`src/rtl/debounce_bank.sv`:
```
// debounce_bank: N-channel button conditioner (2-FF sync, hysteretic integrator, edge strobes).
// Define DEBOUNCE_LONG_PRESS_EN to build the per-channel long_press hold counters.
module debounce_bank #(
    parameter int N           = 4,
    parameter int MAX_COUNT   = 1000000,
    parameter int ON_THRESH   = 800000,
    parameter int OFF_THRESH  = 200000,
    parameter int LONG_CYCLES = 50000000
) (
    input  logic         clk,
    input  logic         rst,
    input  logic [N-1:0] btn,
    output logic [N-1:0] level,
    output logic [N-1:0] rise,
    output logic [N-1:0] fall,
    output logic [N-1:0] long_press
);

    localparam int CW = $clog2(MAX_COUNT + 1);
    localparam logic [CW-1:0] CNT_MAX = CW'(MAX_COUNT);
    localparam logic [CW-1:0] ON_C    = CW'(ON_THRESH);
    localparam logic [CW-1:0] OFF_C   = CW'(OFF_THRESH);

`ifdef DEBOUNCE_LONG_PRESS_EN
    localparam int HW = $clog2(LONG_CYCLES + 1);
    localparam logic [HW-1:0] HOLD_MAX = HW'(LONG_CYCLES);
`endif

    typedef enum logic {LOW = 1'b0, HIGH = 1'b1} level_state_t;

    if (!(OFF_THRESH < ON_THRESH && ON_THRESH <= MAX_COUNT && LONG_CYCLES > 0)) begin : g_param_check
        $error("debounce_bank: need OFF_THRESH < ON_THRESH <= MAX_COUNT and LONG_CYCLES > 0");
    end

    for (genvar i = 0; i < N; i++) begin : g_ch
        logic          ff1, ff2;
        logic [CW-1:0] cnt;
        level_state_t  state, state_next;
        logic          rise_q, fall_q;

        // NOTE: ff1 may go metastable; only ff2 is ever allowed to reach the integrator.
        always_ff @(posedge clk) begin
            if (rst) begin
                ff1 <= 1'b0;
                ff2 <= 1'b0;
                cnt <= '0;
            end else begin
                ff1 <= btn[i];
                ff2 <= ff1;
                if (ff2 && cnt != CNT_MAX)
                    cnt <= cnt + CW'(1);
                else if (!ff2 && cnt != '0)
                    cnt <= cnt - CW'(1);
            end
        end

        // NOTE: next state gets a default first so no path through this block infers a latch.
        always_comb begin
            state_next = state;
            case (state)
                LOW:  if (cnt >= ON_C)  state_next = HIGH;
                HIGH: if (cnt <= OFF_C) state_next = LOW;
            endcase
        end

        // Strobes are registered alongside the state, so they line up with the level change.
        always_ff @(posedge clk) begin
            if (rst) begin
                state  <= LOW;
                rise_q <= 1'b0;
                fall_q <= 1'b0;
            end else begin
                state  <= state_next;
                rise_q <= (state == LOW)  && (state_next == HIGH);
                fall_q <= (state == HIGH) && (state_next == LOW);
            end
        end

        assign level[i] = (state == HIGH);
        assign rise[i]  = rise_q;
        assign fall[i]  = fall_q;

`ifdef DEBOUNCE_LONG_PRESS_EN
        logic [HW-1:0] hold;
        logic          long_q;

        // hold saturates at HOLD_MAX, which is what limits long_press to one pulse per press.
        always_ff @(posedge clk) begin
            if (rst) begin
                hold   <= '0;
                long_q <= 1'b0;
            end else begin
                long_q <= 1'b0;
                if (state != HIGH) begin
                    hold <= '0;
                end else if (hold != HOLD_MAX) begin
                    hold   <= hold + HW'(1);
                    long_q <= (hold == HOLD_MAX - HW'(1));
                end
            end
        end

        assign long_press[i] = long_q;
`else
        assign long_press[i] = 1'b0;
`endif
    end

endmodule

```
`config.mk`:
```
export PLATFORM = sky130hd
export DESIGN_NAME = debounce_bank
export DESIGN_NICKNAME = d
export VERILOG_FILES = /design/src/rtl/debounce_bank.sv
export SDC_FILE = /design/constraint.sdc
export NUM_CORES = 1
export LEC_CHECK = 0
export CORE_AREA = 2 2 111 113
export CTS_CLUSTER_SIZE = 14
export DETAILED_ROUTE_END_ITERATION = 8
export DIE_AREA = 0 0 113 115
export PLACE_DENSITY_LB_ADDON = 0.12
export SYNTH_ARGS = -nofsm -noshare
export SYNTH_HDL_FRONTEND = slang
export SYNTH_SLANG_ARGS = --single-unit
```
`constraint.sdc`:
```
create_clock -name clk -period 9.8 [get_ports clk]
set_input_delay 1.47 -clock clk [delete_from_list [all_inputs] [get_ports clk]]
set_output_delay 1.47 -clock clk [all_outputs]
set_load 0.05 [all_outputs]
```
==> results of run 1 <==
## layer usage
metal	global-route usage, %	part of all wire, %	vias to the layer above
li1	-	-	3125
met1	32.2	48	2890
met2	39.8	45	165
met3	3.43	4.2	45
met4	11.5	2.7	0
met5	0	0	-
## registers in the layout (all words and copies together) (netlist names)
name	flops
g_ch.cnt	80
g_ch.fall_q	4
g_ch.ff1	4
g_ch.ff2	4
g_ch.rise_q	4
g_ch.state	4
## cell usage after synthesis, types with 11 or more instances
cell type / instances / area (um2)
nor2_1: 102 / 383
dfxtp_1: 100 / 2000
o21ai_0: 79 / 395
ha_1: 72 / 901
a21oi_1: 53 / 265
nand2_1: 51 / 191
a21o_1: 32 / 240
xnor2_1: 30 / 263
xor2_1: 25 / 219
a211oi_1: 22 / 165
nor4_1: 22 / 138
nor3_1: 21 / 105
clkbuf_1: 17 / 63.8
o21a_1: 17 / 128
buf_4: 16 / 120
inv_1: 16 / 60.1
nor2b_1: 13 / 81.3
a31oi_1: 11 / 68.8
nand2b_1: 11 / 68.8
nand3_1: 11 / 55.1
o211ai_1: 11 / 82.6
## worst min-delay path by stage
| stage | start | to | slack (ns) | cells after the start |
|---|---|---|---|---|
| CTS | g_ch[0].ff1$_SDFF_PP0_ | g_ch[0].ff2$_SDFF_PP0_ | 0.44 | 1 |
| global route | g_ch[0].ff1$_SDFF_PP0_ | g_ch[0].ff2$_SDFF_PP0_ | 0.46 | 1 |
| finish | g_ch[0].ff1$_SDFF_PP0_ | g_ch[0].ff2$_SDFF_PP0_ | 0.44 | 1 |
| global placement | g_ch[0].ff1$_SDFF_PP0_ | g_ch[0].ff2$_SDFF_PP0_ | 0.42 | 1 |
| detailed placement | g_ch[0].ff1$_SDFF_PP0_ | g_ch[0].ff2$_SDFF_PP0_ | 0.42 | 1 |
| floorplan | g_ch[0].ff1$_SDFF_PP0_ | g_ch[0].ff2$_SDFF_PP0_ | 0.41 | 1 |
## kinds of logic after synthesis
family / after synthesis / share of synthesized area (%)
buffers and inverters: 51 / 3.94
multiplexers: 3 / 0.448
AND/OR/NAND/NOR: 285 / 20.4
AO/OA/AOI/OAI: 274 / 25.5
XOR/XNOR: 55 / 6.90
flip-flops: 100 / 28.7
other: 1 / 0.0537
adder cells (fa/ha/maj): 76 / 14.1
## power groups by stage
stage	Combinational [W]	Sequential [W]	Clock (W)
2_1_floorplan	0.00130	0.000643	0
3_3_place_gp	0.00152	0.000683	0
3_5_place_dp	0.00155	0.000685	0
4_1_cts	0.00157	0.000679	0.000376
5_1_grt	0.00178	0.000698	0.000390
6_report	0.00159	0.000683	0.000367
## worst max-delay path, delay by kind of cell, from the launching register on
| kind | cells | cell delay [ns] |
|---|---|---|
| AO/OA/AOI/OAI | 5 | 1.31 |
| adder cells (fa/ha/maj) | 1 | 0.39 |
| flip-flops | 1 | 0.36 |
| AND/OR/NAND/NOR | 6 | 2.52 |
## layout make-up
type	instances	area (um2)
Multi-Input combinational cell	697	4710
Tap cell	147	184
Clock inverter	4	48.8
Clock buffer	11	253
Fill cell	1008	4370
Sequential cell	100	2000
Timing Repair Buffer	19	180
Inverter	16	60.1
## per-stage QoR
step	hold slack, ns	utilization, %	power, W	setup WS, ns	instance area, um2
after global routing	0.463	63.0	0.00287	4.61	7440
after detailed placement	0.420	60.4	0.00224	5.20	7140
final	0.436	63.0	0.00264	5.13	7440
after global placement	0.423	60.4	0.00220	5.35	7140
after floorplan	0.414	-	0.00194	5.81	6990
after CTS	0.436	63.0	0.00262	5.16	7440
==> run summary, run 1 <==
The area of the die is 13,000 um2. The setup violation total in the final timing report came out at 0. The leading cell type in the layout, fill and taps excluded is nor2_1.

The tightest min-delay check is of the reg -> reg type. The number of antenna violations at the first check in global routing came to 0. The count of pins over their slew limit was 0.

The number of cells after detailed placement is 979. The total negative slack for setup checks came out at 0 ns. The number of H-tree levels came out at 3. By startpoint and endpoint, the worst setup path is classified as reg -> reg. The count of cell types in the netlist came out at 63. The starting density of the core is 59.1%.

Setup repair after global routing left no endpoint under its margin. The ratio of cells with drive above 1 in the final layout came out at 3.78%. The count of pins on the block boundary is 22. Of the available clock period, the critical path in the final layout requires 47.7%.

Following the worst setup path forward leads to its endpoint at g_ch[3].cnt[19]$_SDFFE_PP0P_. The wire length reported by the detailed router is 15.5 mm. The most frequently used flop master after synthesis is dfxtp_1. The part of the total power dissipated in combinational logic came out at 60.2%. The count of clock tree sinks is 100. The number of maximum-capacitance constraint violations came out at 0. STA classifies the critical path startpoint as a flip-flop. The count of nets left with antenna violations once routing finished came out at 0. The worst max-slew margin expressed relative to the limit came out at between 30% and 40%.

The number of global-route vias before repair came to 5,852. In this run the standard cell core region covers about 12,000 um2. The count of flip-flops with a built-in enable after synthesis came out at 0. The number of hold violations in the final report is 0. The worst stage delay on the critical path is 0.79 ns. After floorplanning, the core was divided into 40 placement rows. From synthesis to final layout, the design area changed by 6.62%. The worst setup path is captured at a flip-flop. In this run switching power makes up 44.5% of total power. The clock-pin slew reported for the worst setup and hold paths after clock tree synthesis is 0.07 ns.

Synthesis produced a netlist whose cell count is 845. The post-cts repair resize count is 0. The minimum setup slack among reg-to-reg paths is 5.13 ns. The Yosys warning count came out at 0.

The average detailed-routed wire length per instance is around 16 um. The post-synthesis sequential area ratio came out at between 20% and 30%. In the layout the commonest cells are nor2_1, dfxtp_1, o21ai_0, ha_1, a21oi_1. The count of antenna diodes in the layout is 0. In this run the cell area of the synthesized design comes to 6980 um2. For this block, the via count after detailed routing is 6,225. The clock network latency to the later pin of the worst-skew pair is 0.35 ns.

The run finished, with violations left. The TritonCTS clock tree is built. In this run the post-CTS setup repair buffer count came out at 0. In this run the deepest clock path goes through 2 buffers. Global routing used 24.4% of the available tracks. The sum of overflow across all layers after global routing is 0. The startpoint of the most critical setup path is g_ch[3].cnt[0]$_SDFFE_PP0P_. The worst-case vdd ir drop is approximately 0.19 mV. Of all nets on the critical path, the largest fanout is 21. The wire length of the first global-routing pass is 26.4 mm. In this run the clock root is driven by a clkbuf_16. The maximum number of pins on one net before global-route repair is between 40 and 50. For the pin with the worst max-slew slack, the measured transition is approximately 0.94 ns.

The last weighted congestion value of the routability-driven placer is 0.927. The finished layout holds 994 standard cells, fillers aside. The final setup skew is 0.00496 ns.

The number of flip-flops and latches in the synthesized netlist is 100. Cell internal power was estimated by the tool at 0.00146 W. The sum of net half-perimeters after detailed placement is 11.3 mm.

For this design, the CTS-stage hold fixing added 0 buffers. The analysis attributes to net switching a power of 0.00118 W. The leakage power is just over 3 nW. The startpoint identified for the worst register-to-register timing path is g_ch[3].cnt[0]$_SDFFE_PP0P_.

The chip width is about 110 um. The height of the die came out at 115 um. The layout net count came out at 925.

The average vias per placed instance is 6.26. In this run the tool buffered the top-level ports with 17 buffer cells. Among all stages on the critical path, the largest delay is contributed by nand2b_1. The worst path arrival time came out at 4.95 ns.

The power per standard cell area is 355 nW/um2. The part of the power in registers came out at 25.9%. The post-detailed-route DRC marker count is 1. The number of iterations in the first detailed-routing pass is 7.

Static timing analysis puts the maximum clock frequency at roughly 0.21 GHz. In this run, CTS created clock tree buffers numbering 9. The critical path goes through nor4_1 -> nand4_1 -> nor4_1 -> nand2b_1 -> ha_1 -> o21ai_0 -> nor2_1 -> o31ai_1 -> o31ai_1 -> a21oi_1 -> or4_1 -> o211ai_1. The mean instance size in the synthesized netlist came out at between 8 and 9 um2.

The capture instance of the worst register-to-register path is g_ch[3].cnt[19]$_SDFFE_PP0P_. The clock group share of total power came out at 13.9%. The worst path in the final design needs a cycle of 4.67 ns, including I/O delays and setup. The share of flip-flops with an asynchronous set or reset after synthesis came out at 0%.

The logic depth of the worst register-to-register path came out at 12. After the first detailed-routing iteration, the DRC count stood at 498. The final reports fail on design-rule violations. The data required time at the worst endpoint came out at 10.07 ns.
Power figures use the tool's default switching activity.
==> run 2: changes to the inputs <==
clock period = 4.5 ns   (was 9.8 ns; I/O delays follow)
==> run 2 against run 1 <==
  * The flow still finishes with violations (design-rule violations)
  * Worst setup slack lost 4.8 ns
  * Sequential share of layout area shrank 0.44 points
  * Clock power rose to 2.6 times the previous value
  * Core utilization is 1.0 points higher
  * Critical path type unchanged
  * Largest cell class unchanged
==> run summary, run 2 (synthesized netlist as in run 1, its figures left out) <==
The run finished, with violations left. The final reports fail on design-rule violations. The largest register by flop count is g_ch.cnt. The die is 115 um tall. The top cell types in the final layout, fill and taps aside, are nor2_1, dfxtp_1, o21ai_0, ha_1, a21oi_1. The buffer levels on the longest clock path is 2.

The worst max-slew margin expressed relative to the limit is 46.1%. The clock network latency to the later pin of the worst-skew pair is between 0.3 and 0.4 ns. The final critical path time including I/O delays and setup is ~4.1 ns. The launching element type of the critical path is a flip-flop. The count of antenna diodes in the layout is 0.

Leaving out fill and tap cells, the most frequent cell in the layout is nor2_1. The number of hold violations in the final report came out at 0. The number of H-tree levels came out at 3. The portion of the clock cycle consumed by the worst path in the final layout came out at roughly 90%. The total overflow left after global routing is 0. Setup violations remaining at the end of the flow were counted as 0.

The first global-routing pass estimated 26.5 mm of wire. After detailed routing, the average wire length per cell comes to 15.6 um. The utilization of the core after routing is 64.0%.

The placement-stage worst setup slack came out at about 0.43 ns. The post-detailed-route DRC marker count is 1. The register with the most flip-flops in the layout has 80 of them. The final critical-path setup slack came out at 0.362 ns.

After the last flow step, the layout net total stands at 931. The kind of end point of the critical path is a flip-flop. The sum of net half-perimeters after detailed placement is roughly 11 mm.

The path category of the worst min-delay check is reg -> reg. The worst-margin pin slew came out at about 0.8 ns. The number of vias after detailed routing came out at between 6,000 and 7,000. 22 I/O pins were placed. The area of the die came out at 13,000 um2. The area overhead of the layout relative to synthesis is 8.39%. The maximum number of pins on one net before global-route repair is 48. The first detailed-routing pass ran for 7 iterations. The critical path is of the reg -> reg type. The worst path arrival time came out at 4.35 ns.

For this design the ratio of total power to cell area is 785 nW/um2. The aggregate global-route resource usage is between 20% and 30%. Between clock sinks in the finished design, the worst skew comes to 0.00517 ns. The worst-case vdd ir drop came out at 0.425 mV. The total negative slack for setup checks is 0 ns. The number of buffers inserted during clock tree synthesis is 9. The floorplan has 40 rows. Using the TritonRoute via totals, the vias-per-cell ratio works out to 6.15. The count of pins over their slew limit came out at 0.

The number of antenna violations at the first check in global routing came out at 0. The starting density of the core is about 60%. Routability-driven placement finished with a final weighted congestion of 0.926. The placeable core area is 11,800 um2.

The count of filler cells inserted in the layout came out at 996. The ratio of cells with drive above 1 in the final layout came out at 4.68%. The number of antenna-violating nets in the routed design is 0. The count of clock tree sinks came out at 100. The wire length reported by the detailed router is 15.6 mm.

The critical-path maximum fanout is 8. The root buffer cell chosen for the clock tree is clkbuf_16. The clock-pin slew reported for the worst setup and hold paths after clock tree synthesis is around 0.070 ns. The number of maximum-capacitance constraint violations is 0. In this run the horizontal extent of the chip is 113 um.

The achievable frequency came out at about 0.24 GHz. The number of port buffers came out at 17. The number of global-route vias before repair is about 5,700.

The first-iteration detailed-routing DRC count is 400. TritonCTS built the clock tree. The data required time at the worst endpoint came out at ~4.7 ns. The leakage power is 3.11 nW. The count of hold buffers inserted by post-cts repair came out at 0.
[run 2: cell count changes in the layout (fill, tap and decap cells not counted), sizes merged]
cell      before  now
clkinv         3    0
buf            3    9
clkinvlp       0    2
clkbuf        11   10
bufinv         1    4
[run 2: path summary, 6_finish.rpt]
check	cells after the start	start	endpoint	slack, ns
worst max-delay path	12	g_ch[3].cnt[0]$_SDFFE_PP0P_	g_ch[3].cnt[18]$_SDFFE_PP0P_	0.36
worst max register to register	12	g_ch[3].cnt[0]$_SDFFE_PP0P_	g_ch[3].cnt[18]$_SDFFE_PP0P_	0.36
worst min-delay path	1	g_ch[1].ff1$_SDFF_PP0_	g_ch[1].ff2$_SDFF_PP0_	0.43
worst min register to register	1	g_ch[1].ff1$_SDFF_PP0_	g_ch[1].ff2$_SDFF_PP0_	0.43
[run 2: worst max-delay path, cell delays in order (launching register included)]
cell and delay [ns]:
dfxtp_1 0.37, nor4_1 0.36, nand4_1 0.28, nor4_2 0.47
nand2b_1 0.36, ha_1 0.35, a211oi_1 0.37, o211ai_1 0.19
a311o_1 0.35, a311oi_1 0.49, o21ai_0 0.18, xnor2_1 0.15
o21ai_0 0.08
[run 2: power by group]
part / total (W) / internal, W / switching, W / leakage (nW)
Clock: 0.000969 / 0.000615 / 0.000354 / 0.175
Sequential: 0.00149 / 0.00119 / 0.000304 / 0.830
Combinational: 0.00348 / 0.00156 / 0.00192 / 2.11
Total: 0.00594 / 0.00336 / 0.00257 / 3.11
[run 2: final cells by class]
cell class	instances	area (um2)	area share (%)
Tap cell	147	184	2.43
Sequential cell	100	2000	26.5
Inverter	16	60.1	0.794
Multi-Input combinational cell	697	4720	62.4
Clock inverter	6	135	1.79
Clock buffer	10	239	3.16
Timing Repair Buffer	25	225	2.98
[run 2: metrics by stage]
step,cells,area (um2),total power [W],hold slack (ns)
after floorplan,848,6990,0.00423,0.414
final,1001,7560,0.00594,0.432
after global routing,1001,7560,0.00645,0.459
after detailed placement,985,7180,0.00489,0.424
after CTS,1001,7560,0.00592,0.441
after global placement,985,7180,0.00481,0.417
[run 2: per-layer routing]
layer  up-vias  GRT usage (%)  part of all wire, %
met3        21           5.38                  3.8
li1       3135              -                    -
met4         0           7.24                  1.7
met2       125           41.1                   47
met5         -              0                    0
met1      2875           32.0                   48
[run 2: timing repair]
item                                    in CTS  in global routing
resized for setup                            0                  1
setup buffers                                0                  0
endpoints found under the setup margin       0                  2
